===== src/rtl/fip_32_div_seq.sv =====
// fip_32_div_seq: sequential signed fixed-point divider, z = (x << FRA_BITS) / y.
// Unsigned restoring division on operand magnitudes, one quotient bit per clock,
// 48 iterations, truncation toward zero, overflow and divide-by-zero flags.
// Optional build macro: FIP_DIV_SAT_EN (saturate o_z on overflow / divide-by-zero).
//
// Handshake: i_en is a start request sampled on a rising edge only while o_busy is
// low (FSM in IDLE); requests while busy are dropped, never queued. o_valid is a
// one-clock pulse; o_z, o_ovf and o_dz are valid in that clock and held afterwards
// until the next result. o_busy stays high from the accept edge until DONE -> IDLE.
module fip_32_div_seq #(
    parameter int FRA_BITS = 16
) (
    input  logic        i_clk,
    input  logic        i_rstn,
    input  logic        i_en,
    input  logic [31:0] i_x,
    input  logic [31:0] i_y,
    output logic [31:0] o_z,
    output logic        o_valid,
    output logic        o_busy,
    output logic        o_ovf,
    output logic        o_dz,
    output logic [1:0]  dbg_state
);

    localparam int DW = 32 + FRA_BITS;

    typedef enum logic [1:0] {
        IDLE = 2'd0,
        BUSY = 2'd1,
        DONE = 2'd2
    } state_t;

    state_t          state;
    logic [5:0]      cnt;
    logic            last;      // all iterations done, next BUSY edge registers the result
    logic            sign;
    logic            dz_r;
    logic [32:0]     y_mag;
    logic [32:0]     rem;
    logic [DW-1:0]   dq;        // dividend bits shift out the top, quotient bits shift in
`ifdef FIP_DIV_SAT_EN
    logic            x_neg;
`endif

    logic [32:0]     x_sext;
    logic [32:0]     y_sext;
    logic [32:0]     x_abs;
    logic [32:0]     y_abs;
    logic [33:0]     trial;
    logic            trial_ge;
    logic [32:0]     trial_sub;
    logic            ovf_c;
    logic [31:0]     z_c;

    assign dbg_state = state;

    // Operand magnitudes; |0x80000000| = 0x80000000 fits because of the 33-bit width.
    always_comb begin
        x_sext = {i_x[31], i_x};
        y_sext = {i_y[31], i_y};
        x_abs  = i_x[31] ? (~x_sext + 33'd1) : x_sext;
        y_abs  = i_y[31] ? (~y_sext + 33'd1) : y_sext;
    end

    // One restoring step: shift the next dividend bit into the remainder and try |y|.
    always_comb begin
        trial     = {rem, dq[DW-1]};
        trial_sub = trial[32:0] - y_mag;
        trial_ge  = trial[33] | (trial[32:0] >= y_mag);
    end

    // Final signed quotient, overflow and the value presented on o_z.
    always_comb begin
        ovf_c = 1'b0;
        if (!dz_r) begin
            if (sign) ovf_c = (dq > DW'(33'h0_8000_0000));
            else      ovf_c = (dq > DW'(33'h0_7FFF_FFFF));
        end
        z_c = sign ? (~dq[31:0] + 32'd1) : dq[31:0];
`ifdef FIP_DIV_SAT_EN
        if (dz_r)       z_c = x_neg ? 32'h8000_0000 : 32'h7FFF_FFFF;
        else if (ovf_c) z_c = sign  ? 32'h8000_0000 : 32'h7FFF_FFFF;
`else
        if (dz_r)       z_c = 32'h0000_0000;
`endif
    end

    // Control FSM, datapath registers and registered outputs.
    always_ff @(posedge i_clk) begin
        if (!i_rstn) begin
            state   <= IDLE;
            cnt     <= 6'd0;
            last    <= 1'b0;
            sign    <= 1'b0;
            dz_r    <= 1'b0;
            y_mag   <= '0;
            rem     <= '0;
            dq      <= '0;
`ifdef FIP_DIV_SAT_EN
            x_neg   <= 1'b0;
`endif
            o_z     <= 32'd0;
            o_valid <= 1'b0;
            o_busy  <= 1'b0;
            o_ovf   <= 1'b0;
            o_dz    <= 1'b0;
        end else begin
            o_valid <= 1'b0;
            case (state)
                IDLE: begin
                    if (i_en) begin
                        sign   <= i_x[31] ^ i_y[31];
                        dz_r   <= (i_y == 32'd0);
                        y_mag  <= y_abs;
                        rem    <= '0;
                        dq     <= {x_abs[31:0], {FRA_BITS{1'b0}}};
                        cnt    <= 6'd47;
                        last   <= 1'b0;
`ifdef FIP_DIV_SAT_EN
                        x_neg  <= i_x[31];
`endif
                        o_busy <= 1'b1;
                        state  <= BUSY;
                    end
                end
                BUSY: begin
                    if (last) begin
                        o_z     <= z_c;
                        o_ovf   <= ovf_c;
                        o_dz    <= dz_r;
                        o_valid <= 1'b1;
                        last    <= 1'b0;
                        state   <= DONE;
                    end else begin
                        rem <= trial_ge ? trial_sub : trial[32:0];
                        dq  <= {dq[DW-2:0], trial_ge};
                        if (cnt == 6'd0) last <= 1'b1;
                        else             cnt  <= cnt - 6'd1;
                    end
                end
                DONE: begin
                    o_busy <= 1'b0;
                    state  <= IDLE;
                end
                default: begin
                    o_busy <= 1'b0;
                    state  <= IDLE;
                end
            endcase
        end
    end

endmodule


===== config.mk =====
export PLATFORM = sky130hd
export DESIGN_NAME = fip_32_div_seq
export DESIGN_NICKNAME = d
export VERILOG_FILES = /design/src/rtl/fip_32_div_seq.sv
export SDC_FILE = /design/constraint.sdc
export NUM_CORES = 1
export LEC_CHECK = 0
export CORE_MARGIN = 1.5
export CORE_UTILIZATION = 55
export DETAILED_ROUTE_END_ITERATION = 7
export GPL_TIMING_DRIVEN = 0
export HOLD_SLACK_MARGIN = 0.06
export PLACE_DENSITY_LB_ADDON = 0.12
export SYNTH_ARGS = -nofsm -noshare
export SYNTH_HDL_FRONTEND = slang
export SYNTH_SLANG_ARGS = --single-unit

===== constraint.sdc =====
create_clock -name i_clk -period 6.1 [get_ports i_clk]
set_clock_uncertainty 0.15 [all_clocks]
set_input_delay 1.22 -clock i_clk [delete_from_list [all_inputs] [get_ports i_clk]]
set_output_delay 1.22 -clock i_clk [all_outputs]
set_load 0.01 [all_outputs]

==> flow_summary.toml, run 1 <==
[sta]
slew_viol_final = 0
rsz0062_at_grt = "false"
period_needed_ps = 4320
worst_slew_pin_slew_ps = 1110
setup_viol = 0
final.setup.tns_ps = 0
hold_violations = 0
maxSlewHeadroom_pct = 26.1
fmaxAchievable_mhz = 232
fin_crit_sh_pct = 70.7

[pwr]
clkPwrFrac_pct = 38.1
power_switching_mw = 0.910
powerDensity_nw_per_um2 = 238
p_leak_nw = 4.87
p_int_mw = 1.90
peakVddDrop_mv = 0.190
netSwitchingFraction_pct = 32.4
combPwrFrac_pct = 20.9
pwr-share-seq_pct = 41.0
power_mw = 2.80

[yosys]
ys_types = 64
async_reset_ff_share_pct = 0
netlist_area_um2 = 9890
ys_warn_count = 0
synth_flop_cell = "dfxtp_1"
syn-num-nets = 1332
synth_top_area_share_pct = 32.6
synth-edff-count = 0
synth_top_area_cell = "dfxtp_1"
ys_ff_latch = 161
syn-mean-instance-area_um2 = 8.06
yosysSeqAreaShare_pct = 32.6
netlist_instances = 1227
yosys-top-cells-area = "dfxtp_1 33%, xnor2_1 5.7%, nand2_1 5.3%, xor2_1 4.8%, ha_1 4.7%"

[worst_setup_path]
path_class = "reg -> reg"
cp_num_buf_inv = 3
start_kind = "flip-flop"
cpPeakStageDelay_ps = 900
arrival_ps = 4470
crit_family = "compound AO/OA/AOI/OAI gates"
cp.required_ps = 6250
cp_cell_sequence = "inv_1 -> ha_1 -> nor2b_1 -> o31ai_1 -> a21oi_1 -> o2111ai_1 -> a2111oi_0 -> o31a_1 -> clkbuf_1 -> clkbuf_1 -> nor2_1 -> a21oi_1 -> o21ai_0"
crit_fanout = 10
cp-end-kind = "flip-flop"
critPathSlowestCell = "a2111oi_0"

[cells_and_area]
layout_common_cells = "161 x dfxtp_1, 140 x nand2_1, 104 x clkdlybuf4s50_1"
layout.area.seq_um2 = 3220
fin_nets = 1455
diodes = 0
multi_input_area_um2 = 6210
layout_commonest_cell = "dfxtp_1"
fillers = 1530
syn2layout_area_growth_pct = 19.3
drive_gt1_share_pct = 3.52

[floorplanning]
row_count = 48
dieArea_um2 = 18800
fp.dieH_um = 137
initial_utilization_pct = 56.8
coreArea_um2 = 17400
die-width_um = 137
pin_count = 105

[drt]
drtPass1Iterations = 5
postRouteAntennaNets = 0
wl_mm = 27.1
viasPerCell = 5.94
detail_route.wl_per_cell_um = 17.0
vias = 9431
drc = 0
drtIter0Drc = 704

[grt]
grtUsageTotal_pct = 29.3
grt_max_degree = 19
grt_pass1_wl_mm = 43.2
grt_remaining_overflow = 0
antenna_found_initial = 0
grt_pass1_vias = 8461

[flow_run]
drv_cap = 0

[cts]
cts_buffers = 17
cts_resized = 0
htreeDepth = 4
tritoncts = "yes"
cts_hold_buf = 0
root_buffer = "clkbuf_16"
cts_max_path_buffers = 2
post_cts_buffers = 0
clock_sinks = 161
clk_pin_slew_worst_paths_ps = 80
insertion_delay_ps = 440

[placement]
place.gp.congestion = 0.942
io_buffers = 104
dpl.hpwl_mm = 20.4

[run_status]
status = "complete, no violations"

[min_path]
holdCritPathClass = "reg -> reg"
[registers in the layout, indices dropped and copies added (netlist names)]
signal,cells
dq,48
rem,33
y_mag,33
o_z,32
cnt,6
dbg_state,2
dz_r,1
last,1
o_busy,1
o_dz,1
o_ovf,1
o_valid,1
sign,1
[cell type report]
type | instances | area share, %
repair buffers | 104 | 8.82
plain buffers | 65 | 2.09
well taps | 225 | 2.39
inverters | 55 | 1.75
clock inverters | 15 | 1.38
clock buffers | 17 | 3.61
multi-input cells | 946 | 52.6
flip-flops and latches | 161 | 27.3
[Yosys cell counts, drive strengths merged (7+ instances only)]
cell	n
a22oi	22
a211oi	26
xor2	54
o211ai	7
a21o	15
a22o	24
o211a	26
nor4	13
nor3	13
and3	14
a21oi	73
ha	37
o31ai	28
o41ai	9
or4	8
nand2b	11
clkbuf	61
xnor2	64
o21ai	85
a21boi	15
mux2i	20
nand2	140
inv	55
nor2	79
dfxtp	161
or3	22
nor2b	49
o21bai	9
nand3	22
and2	10
[metrics by stage]
| stage | area, um^2 | worst slack [ps] | instances | hold WS, ps | util [%] |
|---|---|---|---|---|---|
| floorplan | 9890 | 2150 | 1227 | 285 | - |
| global placement | 11200 | 1480 | 1556 | 289 | 64.4 |
| detailed placement | 11200 | 1450 | 1556 | 289 | 64.4 |
| CTS | 11800 | 1840 | 1588 | 302 | 67.7 |
| global route | 11800 | 1490 | 1588 | 332 | 67.7 |
| finish | 11800 | 1780 | 1588 | 303 | 67.7 |
[metal layers]
metal	track usage, %	vias to the layer above	part of all wire, %
met4	6.61	0	0.87
met3	3.89	23	5.4
met5	0	-	0
li1	-	4631	-
met1	43.4	4486	50
met2	45.0	291	44
[tightest hold or removal path, cell delays in order, from the launching register on]
cell,delay [ps]
dfxtp_1,320
nand2_1,50
nand2_1,40
[cell families (layout without fill, tap and decap cells)]
| kind of cell | after synthesis | count (layout) | synth area share (%) |
|---|---|---|---|
| AOI/OAI and AO/OA | 367 | 367 | 25.5 |
| xor gates and xnor gates | 118 | 118 | 10.5 |
| adders and majority gates | 38 | 38 | 4.89 |
| buffers and inverters | 120 | 256 | 4.58 |
| DFF | 161 | 161 | 32.6 |
| muxes | 20 | 20 | 2.03 |
| and+or+nand+nor | 403 | 403 | 20.0 |
[worst paths after layout]
check / startpoint / endpoint / slack [ps] / cells past startpoint
worst min register to register: o_ovf$_SDFFE_PN0P_ / o_ovf$_SDFFE_PN0P_ / 300 / 2
worst max-delay path: y_mag[1]$_SDFFE_PN0P_ / rem[17]$_SDFFE_PN0P_ / 1780 / 13
worst max register to register: y_mag[1]$_SDFFE_PN0P_ / rem[17]$_SDFFE_PN0P_ / 1780 / 13
worst min-delay path: o_ovf$_SDFFE_PN0P_ / o_ovf$_SDFFE_PN0P_ / 300 / 2
[power groups by stage]
stage	sequential (mW)	combinational (mW)	clock, mW
detailed placement	1.17	0.573	0
global placement	1.17	0.564	0
global route	1.16	0.644	1.12
finish	1.15	0.586	1.07
floorplan	1.16	0.400	0
CTS	1.15	0.578	1.08
No activity file was read; power rests on OpenSTA's default activity.
==> run 2: changes to the inputs <==
CORE_UTILIZATION = 52   (was 55)
clock period = 3.6 ns   (was 6.1 ns; I/O delays follow)
==> run 2 against run 1 <==
Critical path depth decreased by 4. Critical path type is now in -> reg. Largest cell class unchanged. Register-to-register slack got worse by 1600 ps. Critical endpoint is now y_mag[27]$_SDFFE_PN0P_. Combinational power increased by 72%.
==> flow_summary.toml, run 2 (synthesis gave the netlist of run 1 again) <==
[cells_and_area]
fillers = 1687
fin_nets = 1455
syn2layout_area_growth_pct = 20.5
final_cells = 1597
reg_top3 = "dq (48), rem (33), y_mag (33)"
layout_commonest_cell = "dfxtp_1"
drive_gt1_share_pct = 4.62
layout_common_cells = "161 x dfxtp_1, 140 x nand2_1, 100 x clkdlybuf4s50_1"
diodes = 0
largest_register = "dq"
largest_reg_flops = 48
final_area_um2 = 11900

[min_path]
hold_end = "o_ovf$_SDFFE_PN0P_"
min_path_cells = 2
holdCritPathClass = "reg -> reg"
hp-start = "o_ovf$_SDFFE_PN0P_"

[floorplanning]
die-width_um = 141
pin_count = 105
dieArea_um2 = 19800
row_count = 50
initial_utilization_pct = 52.8
fp.dieH_um = 141
coreArea_um2 = 18700

[sta]
fin_crit_sh_pct = 97.0
setup_viol = 0
fmaxAchievable_mhz = 286
period_needed_ps = 3490
hold_violations = 0
maxSlewHeadroom_pct = 45.0
setup_slack_ps = 108
worst_slew_pin_slew_ps = 825
slew_viol_final = 0

[drt]
drtPass1Iterations = 5
detail_route.wl_per_cell_um = 17.2
postRouteAntennaNets = 0
viasPerCell = 5.85
vias = 9345
drc = 0
wl_mm = 27.5
drtIter0Drc = 781

[grt]
grt_max_degree = 19
antenna_found_initial = 1
grtUsageTotal_pct = 28.1
grt_remaining_overflow = 0
grt_pass1_vias = 8593
grt_pass1_wl_mm = 44.5

[pwr]
combPwrFrac_pct = 21.2
peakVddDrop_mv = 0.359
p_leak_nw = 4.95
p_int_mw = 3.22
pwr-share-seq_pct = 40.9
clkPwrFrac_pct = 37.9
powerDensity_nw_per_um2 = 400
netSwitchingFraction_pct = 32.4
power_switching_mw = 1.54

[placement]
place.gp.congestion = 0.906
place_ws_ps = -627
dpl.hpwl_mm = 20.6
io_buffers = 104
placedCellCount = 1565
placed_cell_area_um2 = 11200

[cts]
clock_sinks = 161
tritoncts = "yes"
clk_pin_slew_worst_paths_ps = 70
cts_max_path_buffers = 2
cts_hold_buf = 0
root_buffer = "clkbuf_16"
insertion_delay_ps = 440
htreeDepth = 4
cts_buffers = 17

[run_status]
status = "complete, no violations"

[worst_setup_path]
start_kind = "input pin"
cp.required_ps = 3780
path_class = "in -> reg"
r2r_slack_ps = 200
r2r-start = "dq[47]$_SDFFE_PN0P_"
arrival_ps = 3670
startpoint = "i_y[7]"
cp-end-kind = "flip-flop"
ff2ff_path_depth = 11
worst_r2r_endpoint = "rem[15]$_SDFFE_PN0P_"
crit_fanout = 5

[flow_run]
drv_cap = 0
## run 2: cell types whose count changed in the layout (fill, tap and decap cells not counted), moves of 3 or more
cell | previous run | this run
buf_4 | 0 | 3
dlymetal6s2s_1 | 0 | 3
o21ai_0 | 82 | 79
clkbuf_1 | 61 | 58
clkdlybuf4s50_1 | 104 | 100
o21ai_1 | 3 | 6
## run 2: routing by layer
metal	track usage (%)	routed length, um
met3	4.79	1780
met5	0	0
met2	42.4	11700
met1	41.4	13600
met4	7.24	389
## run 2: cell type report
class	instances	area [um^2]	share of cell area, %
Timing Repair Buffer	105	1050	8.85
Buffer	64	253	2.12
Multi-Input combinational cell	946	6290	52.8
Tap cell	234	293	2.46
Clock inverter	15	166	1.40
Sequential cell	161	3220	27.1
Clock buffer	17	425	3.57
Inverter	55	206	1.73
## run 2: worst max-delay path by stage
| stage | to | slack [ps] | cells after the start |
|---|---|---|---|
| after floorplan | y_mag[27]$_SDFFE_PN0P_ | 150 | 8 |
| after global placement | y_mag[29]$_SDFFE_PN0P_ | -590 | 9 |
| after detailed placement | y_mag[29]$_SDFFE_PN0P_ | -630 | 9 |
| after CTS | y_mag[29]$_SDFFE_PN0P_ | 4 | 9 |
| after global routing | rem[12]$_SDFFE_PN0P_ | -5 | 11 |
| final | y_mag[27]$_SDFFE_PN0P_ | 110 | 9 |
## run 2: critical path, cell delays in order
cell	delay, ps
dlygate4sd2_1	280
or4_4	550
or4_4	450
or2_4	270
or3_4	410
or3_4	440
o31ai_4	230
xnor2_1	100
o211a_1	210
## run 2: power by group through the flow
stage / Combinational, mW / Sequential (mW) / Clock [mW]
floorplan: 0.677 / 1.96 / 0
global placement: 0.963 / 1.98 / 0
detailed placement: 0.977 / 1.98 / 0
CTS: 0.989 / 1.94 / 1.82
global route: 1.12 / 1.96 / 1.90
finish: 1.01 / 1.95 / 1.80
## run 2: through the flow
stage               hold WS [ps]  TNS (ps)  power (mW)  util (%)
global placement             293    -24360        2.95      60.0
finish                       307         0        4.76      63.7
global route                 333     -4.91        4.97      63.7
detailed placement           295    -24930        2.96      60.0
CTS                          306         0        4.76      63.4
floorplan                    285         0        2.64         -
## run 2: what timing repair did
action,4_1_cts,5_1_grt
resized for setup,14,14
endpoints found under the setup margin,43,45
pin swaps,2,5
setup buffers,0,1
